**src/rtl/kl_sram_slave.sv**
```systemverilog
// kl_sram_slave
//   KLink slave that terminates the bridge request stream on one synchronous
//   single-port SRAM (64-bit words, byte write mask, 1-cycle read latency).
//   Handles single accesses and incrementing bursts of 2^(size-3) beats.
//
// Ports
//   clk, rst        clock, asynchronous active-high reset
//   kl_req_*        request beat in (addr, wen, wdata, wmask, size, srcid)
//   kl_req_valid    request beat valid; kl_req_ready is the accept back
//   kl_resp_*       response beat out (rdata, ren, size, dstid)
//   kl_resp_valid   response beat valid; kl_resp_ready is the accept in
//   sram_*          SRAM port (addr, ce, we, wmask, wdata out; rdata in)
//
// Optional feature
//   KL_SRAM_BOUNDS_CHK_EN: addresses with any bit set above the SRAM range are
//   out of range. Writes are dropped and acked; reads return 64'hDEADBEEF_DEADBEEF.
//   Without the macro the upper address bits are ignored and addresses alias.

module kl_sram_slave #(
    parameter int unsigned ADDR_WIDTH = 12,
    parameter int unsigned MAX_SIZE   = 6
) (
    input  logic                  clk,
    input  logic                  rst,
    input  logic [31:0]           kl_req_addr,
    input  logic                  kl_req_wen,
    input  logic [63:0]           kl_req_wdata,
    input  logic [7:0]            kl_req_wmask,
    input  logic [2:0]            kl_req_size,
    input  logic [4:0]            kl_req_srcid,
    input  logic                  kl_req_valid,
    output logic                  kl_req_ready,
    output logic [63:0]           kl_resp_rdata,
    output logic                  kl_resp_ren,
    output logic [2:0]            kl_resp_size,
    output logic [4:0]            kl_resp_dstid,
    output logic                  kl_resp_valid,
    input  logic                  kl_resp_ready,
    output logic [ADDR_WIDTH-1:0] sram_addr,
    output logic                  sram_ce,
    output logic                  sram_we,
    output logic [7:0]            sram_wmask,
    output logic [63:0]           sram_wdata,
    input  logic [63:0]           sram_rdata
);

    typedef enum logic [1:0] {StIdle, StWrite, StWack, StRead} state_e;

    state_e                 state_q, state_d;
    logic [2:0]             size_q, size_d;        // raw request size, echoed back
    logic [4:0]             srcid_q, srcid_d;
    logic [ADDR_WIDTH-1:0]  addr_q, addr_d;        // next word to access
    logic [4:0]             beats_left_q, beats_left_d; // writes to accept / reads to issue
    logic [4:0]             resp_left_q, resp_left_d;   // read beats still to deliver
    logic                   oob_q, oob_d;

    // Read buffer: two entries, filled one cycle after each issued read.
    logic [63:0]            buf_q [2];
    logic                   rd_ptr_q, wr_ptr_q;
    logic [1:0]             occ_q;
    logic                   pend_q;                // a read was issued last cycle
    logic                   issue;
    logic                   push, pop;
    logic [63:0]            push_data;
    logic [1:0]             used;

    // Request header decode
    logic [2:0]             eff_size;
    logic [4:0]             req_beats;
    logic [ADDR_WIDTH-1:0]  req_base;
    logic                   req_oob;
    logic                   req_fire, resp_fire;
    logic                   unused_addr;

    assign unused_addr = ^{kl_req_addr[2:0], kl_req_addr[31:ADDR_WIDTH+3]};

    always_comb begin
        eff_size = kl_req_size;
        if (kl_req_size < 3'd3 || 32'(kl_req_size) > MAX_SIZE) begin
            eff_size = 3'd3;
        end
        req_beats = 5'd1 << (eff_size - 3'd3);
        // Burst base is aligned to the burst length.
        req_base  = kl_req_addr[ADDR_WIDTH+2:3] & ~ADDR_WIDTH'(req_beats - 5'd1);
`ifdef KL_SRAM_BOUNDS_CHK_EN
        req_oob   = |kl_req_addr[31:ADDR_WIDTH+3];
`else
        req_oob   = 1'b0;
`endif
    end

`ifdef KL_SRAM_BOUNDS_CHK_EN
    assign push_data = oob_q ? 64'hDEAD_BEEF_DEAD_BEEF : sram_rdata;
`else
    assign push_data = sram_rdata;
`endif

    // Ready is held low while reset is asserted so no beat is taken or written.
    assign kl_req_ready = ~rst & ((state_q == StIdle) | (state_q == StWrite));
    assign req_fire     = kl_req_valid & kl_req_ready;

    // Response outputs are driven straight from state and the buffer head, so
    // they stay stable until accepted.
    always_comb begin
        kl_resp_valid = 1'b0;
        kl_resp_ren   = 1'b0;
        kl_resp_rdata = '0;
        kl_resp_size  = '0;
        kl_resp_dstid = '0;
        if (state_q == StWack) begin
            kl_resp_valid = 1'b1;
            kl_resp_size  = size_q;
            kl_resp_dstid = srcid_q;
        end else if (state_q == StRead && occ_q != 2'd0) begin
            kl_resp_valid = 1'b1;
            kl_resp_ren   = 1'b1;
            kl_resp_rdata = buf_q[rd_ptr_q];
            kl_resp_size  = size_q;
            kl_resp_dstid = srcid_q;
        end
    end

    assign resp_fire = kl_resp_valid & kl_resp_ready;
    assign pop       = resp_fire & (state_q == StRead);
    assign push      = pend_q;
    assign used      = occ_q + {1'b0, pend_q};

    always_comb begin
        state_d      = state_q;
        size_d       = size_q;
        srcid_d      = srcid_q;
        addr_d       = addr_q;
        beats_left_d = beats_left_q;
        resp_left_d  = resp_left_q;
        oob_d        = oob_q;
        issue        = 1'b0;
        sram_ce      = 1'b0;
        sram_we      = 1'b0;
        sram_addr    = '0;
        sram_wmask   = '0;
        sram_wdata   = '0;

        unique case (state_q)
            StIdle: begin
                if (req_fire) begin
                    size_d  = kl_req_size;
                    srcid_d = kl_req_srcid;
                    oob_d   = req_oob;
                    if (kl_req_wen) begin
                        if (!req_oob) begin
                            sram_ce    = 1'b1;
                            sram_we    = 1'b1;
                            sram_addr  = req_base;
                            sram_wmask = kl_req_wmask;
                            sram_wdata = kl_req_wdata;
                        end
                        addr_d       = req_base + ADDR_WIDTH'(1);
                        beats_left_d = req_beats - 5'd1;
                        state_d      = (req_beats != 5'd1) ? StWrite : StWack;
                    end else begin
                        addr_d       = req_base;
                        beats_left_d = req_beats;
                        resp_left_d  = req_beats;
                        state_d      = StRead;
                    end
                end
            end

            StWrite: begin
                if (req_fire) begin
                    if (!oob_q) begin
                        sram_ce    = 1'b1;
                        sram_we    = 1'b1;
                        sram_addr  = addr_q;
                        sram_wmask = kl_req_wmask;
                        sram_wdata = kl_req_wdata;
                    end
                    addr_d       = addr_q + ADDR_WIDTH'(1);
                    beats_left_d = beats_left_q - 5'd1;
                    if (beats_left_q == 5'd1) begin
                        state_d = StWack;
                    end
                end
            end

            StWack: begin
                if (resp_fire) begin
                    state_d = StIdle;
                end
            end

            StRead: begin
                // Issue only if the result is guaranteed a buffer slot; a pop in
                // this cycle frees one, which sustains one beat per cycle.
                issue = (beats_left_q != 5'd0) &&
                        ((used < 2'd2) || (used == 2'd2 && pop));
                if (issue) begin
                    sram_ce      = ~oob_q;
                    sram_addr    = addr_q;
                    addr_d       = addr_q + ADDR_WIDTH'(1);
                    beats_left_d = beats_left_q - 5'd1;
                end
                if (pop) begin
                    resp_left_d = resp_left_q - 5'd1;
                    if (resp_left_q == 5'd1) begin
                        state_d = StIdle;
                    end
                end
            end

            default: state_d = StIdle;
        endcase
    end

    always_ff @(posedge clk or posedge rst) begin
        if (rst) begin
            state_q      <= StIdle;
            size_q       <= '0;
            srcid_q      <= '0;
            addr_q       <= '0;
            beats_left_q <= '0;
            resp_left_q  <= '0;
            oob_q        <= 1'b0;
        end else begin
            state_q      <= state_d;
            size_q       <= size_d;
            srcid_q      <= srcid_d;
            addr_q       <= addr_d;
            beats_left_q <= beats_left_d;
            resp_left_q  <= resp_left_d;
            oob_q        <= oob_d;
        end
    end

    always_ff @(posedge clk or posedge rst) begin
        if (rst) begin
            buf_q[0] <= '0;
            buf_q[1] <= '0;
            rd_ptr_q <= 1'b0;
            wr_ptr_q <= 1'b0;
            occ_q    <= '0;
            pend_q   <= 1'b0;
        end else begin
            pend_q <= issue;
            if (push) begin
                buf_q[wr_ptr_q] <= push_data;
                wr_ptr_q        <= ~wr_ptr_q;
            end
            if (pop) begin
                rd_ptr_q <= ~rd_ptr_q;
            end
            occ_q <= occ_q + {1'b0, push} - {1'b0, pop};
        end
    end

endmodule

```
**config.mk**
```make
export PLATFORM = sky130hd
export DESIGN_NAME = kl_sram_slave
export DESIGN_NICKNAME = d
export VERILOG_FILES = /design/src/rtl/kl_sram_slave.sv
export SDC_FILE = /design/constraint.sdc
export NUM_CORES = 1
export LEC_CHECK = 0
export CORE_MARGIN = 1.5
export CORE_UTILIZATION = 48
export CTS_BUF_LIST = sky130_fd_sc_hd__clkbuf_16
export CTS_CLUSTER_DIAMETER = 40
export CTS_CLUSTER_SIZE = 8
export DETAILED_ROUTE_END_ITERATION = 8
export PLACE_DENSITY = 0.95
export SYNTH_ARGS = -nofsm -noshare
export SYNTH_HDL_FRONTEND = slang
export SYNTH_SLANG_ARGS = --single-unit
```
**constraint.sdc**
```tcl
create_clock -name clk -period 8.43 [get_ports clk]
set_input_delay 1.686 -clock clk [delete_from_list [all_inputs] [get_ports clk]]
set_output_delay 1.686 -clock clk [all_outputs]
set_load 0.01 [all_outputs]
```
==> impl_metrics.env <==
export IMPL_outcome="finished with violations"
export IMPL_violations="DRC"
export IMPL_gp_congestion=0.875
export IMPL_grt_start_max_net_pins=106
export IMPL_vdd_drop_max_mv=0.174
export IMPL_die_h_um=139
export IMPL_synth_compound_area_share_pct=6.45
export IMPL_fin_crit_ns=7.25
export IMPL_port_buffers=321
export IMPL_final_core_util_pct=71.1
export IMPL_fin_ws_ns=1.18
export IMPL_cts_repair_resized=0
export IMPL_rows=49
export IMPL_drt_initial_drc_count=435
export IMPL_layout_common_cells="321 x clkdlybuf4s50_1, 164 x dfrtp_1, 129 x mux2_2, 86 x nor2_1, 85 x and2_1"
export IMPL_synth_simple_area_share_pct=16.9
export IMPL_post_dp_hpwl_mm=18.7
export IMPL_place_area_mm2=0.0123
export IMPL_cts_max_level=4
export IMPL_vias_per_cell=5.44
export IMPL_required_ns=6.74
export IMPL_synth_edf_count=0
export IMPL_clk_latency_ns=0.43
export IMPL_synthTopCellsByArea="dfrtp_1 46%, mux2_2 16%, mux2i_1 7.4%"
export IMPL_hold_ws_ns=0.467
export IMPL_grt_pass1_wl_mm=41.5
export IMPL_holdCritPathClass="reg2reg"
export IMPL_fin_skew_ns=0.0153
export IMPL_synth_ff_type="dfrtp_1"
export IMPL_start_util_pct=49.3
export IMPL_synth_seq_cells=165
export IMPL_dp_cells=1344
export IMPL_diodes=0
export IMPL_cap_violations=0
export IMPL_grt_usage_pct=27.1
export IMPL_postCtsSetupRepairBufs=0
export IMPL_cts_root_buf="clkbuf_16"
export IMPL_syn_area_per_cell_um2=10.7
export IMPL_end_kind="output pin"
export IMPL_fin_tns_setup_ns=0
export IMPL_ant_nets=0
export IMPL_vias=7488
export IMPL_yosys_area_share_adder_pct=1.82
export IMPL_cp_start_kind="input pin"
export IMPL_final_max_slew_viol_count=0
export IMPL_grt_pass1_vias=7567
export IMPL_wl_mm=26.4
export IMPL_drc_errors=22
export IMPL_die_area_mm2=0.0194
export IMPL_syn_to_final_growth_pct=44.1
export IMPL_synth_seq_area_share_pct=46.3
export IMPL_total_power_mw=3.85
export IMPL_power_density_mw_per_mm2=299
export IMPL_finalInstanceArea_mm2=0.0129
export IMPL_synth_top_area_share_pct=46.3
export IMPL_path_clk_slew_ns=0.07
export IMPL_cts_buffers=17
export IMPL_nets=1328
export IMPL_synth_cell_types=62
export IMPL_die_width_um=139
export IMPL_crit_path_cell_trace="clkdlybuf4s50_1 -> a21boi_0 -> inv_1 -> ha_1 -> nand2b_1 -> or3_2 -> ha_1 -> and2_1 -> a31o_2 -> nor2_2 -> o21ai_0 -> clkdlybuf4s50_1"
export IMPL_synthMuxAreaShare_pct=23.9
export IMPL_synth_largest_area_cell="dfrtp_1"
export IMPL_arrival_ns=5.56
export IMPL_layout_commonest_cell="clkdlybuf4s50_1"
export IMPL_path_max_fanout=8
export IMPL_drt_first_pass_iters=6
export IMPL_ys_async_sr_fraction_pct=100
export IMPL_syn_instance_count=836
export IMPL_worst_pin_slew_ns=1.14
export IMPL_cpMaxStageDelayCell="clkdlybuf4s50_1"
export IMPL_overflow=0
export IMPL_stdcell_count=1376
export IMPL_clock_sinks=165
export IMPL_pin_count=342
export IMPL_cts_path_max_buffers=2
export IMPL_hold_buffers=0
export IMPL_synthesis_area_mm2=0.00892
export IMPL_worstSetupPathType="in2out"
export IMPL_rsz0062_at_grt="no"
export IMPL_slew_headroom_pct=24.1
export IMPL_yosys_warnings=0
export IMPL_wl_per_cell_um=19.2
export IMPL_finalCritPeriodShare_pct=85.9
export IMPL_antenna_found_initial=3
export IMPL_finalHoldViolations=0
export IMPL_pre_cts_slack_ns=1.25
export IMPL_fp_coreArea_mm2=0.0181
export IMPL_synth_xor_area_share_pct=1.77
export IMPL_synth_top_family_by_area="multiplexers"
export IMPL_r2r_slack_ns=5.43
export IMPL_critPathBufInv=3
export IMPL_cp_top_family="buffers and inverters"
export IMPL_cts_tree="yes"
export IMPL_synth_nets=1030
export IMPL_drive_gt1_share_pct=16.7
export IMPL_timing_fmax_ghz=0.138
export IMPL_setup_viol=0
export IMPL_critPathMaxStageDelay_ns=0.61
export IMPL_p_leak_nw=5.35
## synth_stat cells (2+ instances only)
cell      instances
nor3b_1           2
nand2b_1          4
nand4_1           2
a311oi_1          4
a211oi_1          5
nor2_2            3
a22oi_1           3
and3_1            3
a32o_1            2
nor2_1           87
or2_2             4
o221ai_1          2
clkbuf_1         36
nand4_2           2
buf_1             6
a21oi_1          22
xor2_1            5
buf_2             5
nor2b_1           3
nor3_1           13
nor3_2            2
nor4_1            2
dfrtp_1         165
o22ai_1           6
o211ai_1          2
nand3_1          13
nor4_2            2
xnor2_1          13
inv_1            17
a22o_1            7
o21ai_0          20
and2_1           85
a21o_1            2
ha_1             13
nand2_1          54
mux2i_1          66
mux2_2          129
## metal layers
layer / up-vias / global-route usage, % / wire length [um]
met5: - / 0 / 27
met3: 36 / 6.30 / 2040
met2: 290 / 43.9 / 12700
li1: 3490 / - / -
met4: 4 / 6.83 / 385
met1: 3668 / 36.8 / 11300
## cell type report
cell class,count,area [um^2]
clock inverters,15,131
clock buffers,17,425
inverters,18,72.6
flip-flops and latches,165,4130
fillers,1250,5230
multi-input cells,605,4550
well taps,229,287
repair buffers,327,3260
## registers in the layout (all words and copies together) (netlist names)
| signal | cells |
|---|---|
| wr_ptr_q | 1 |
| srcid_q | 5 |
| resp_left_q | 5 |
| occ_q | 2 |
| beats_left_q | 5 |
| pend_q | 1 |
| state_q | 2 |
| size_q | 3 |
| addr_q | 12 |
| rd_ptr_q | 1 |
| buf_q | 128 |
## kinds of logic after synthesis
logic type | count (synthesis)
compound gates | 87
xor+xnor | 18
fa+ha+maj | 13
buf+inv | 66
flops | 165
mux | 196
simple gates | 291
## where the power goes
part           switching [mW]  internal [mW]  total, mW
Sequential              0.316           1.20       1.52
Clock                   0.330          0.407      0.737
Combinational           0.711          0.882       1.59
## tightest hold or removal path: stages (launching register included)
cell and delay, ns:
dfrtp_1 0.34, nand2_1 0.05, nand2_1 0.05
## worst paths after layout
kind,from,cells past startpoint,to
worst max register to register,state_q[0],8,state_q[1]
worst min-delay path,srcid_q[3],2,srcid_q[3]
max in group asynchronous,rst,3,buf_q[31]
worst min register to register,srcid_q[3],2,srcid_q[3]
min in group asynchronous,rst,2,size_q[0]
worst max-delay path,kl_req_size[2],12,sram_addr[4]
Note: power is estimated with default switching activity, not from simulation.
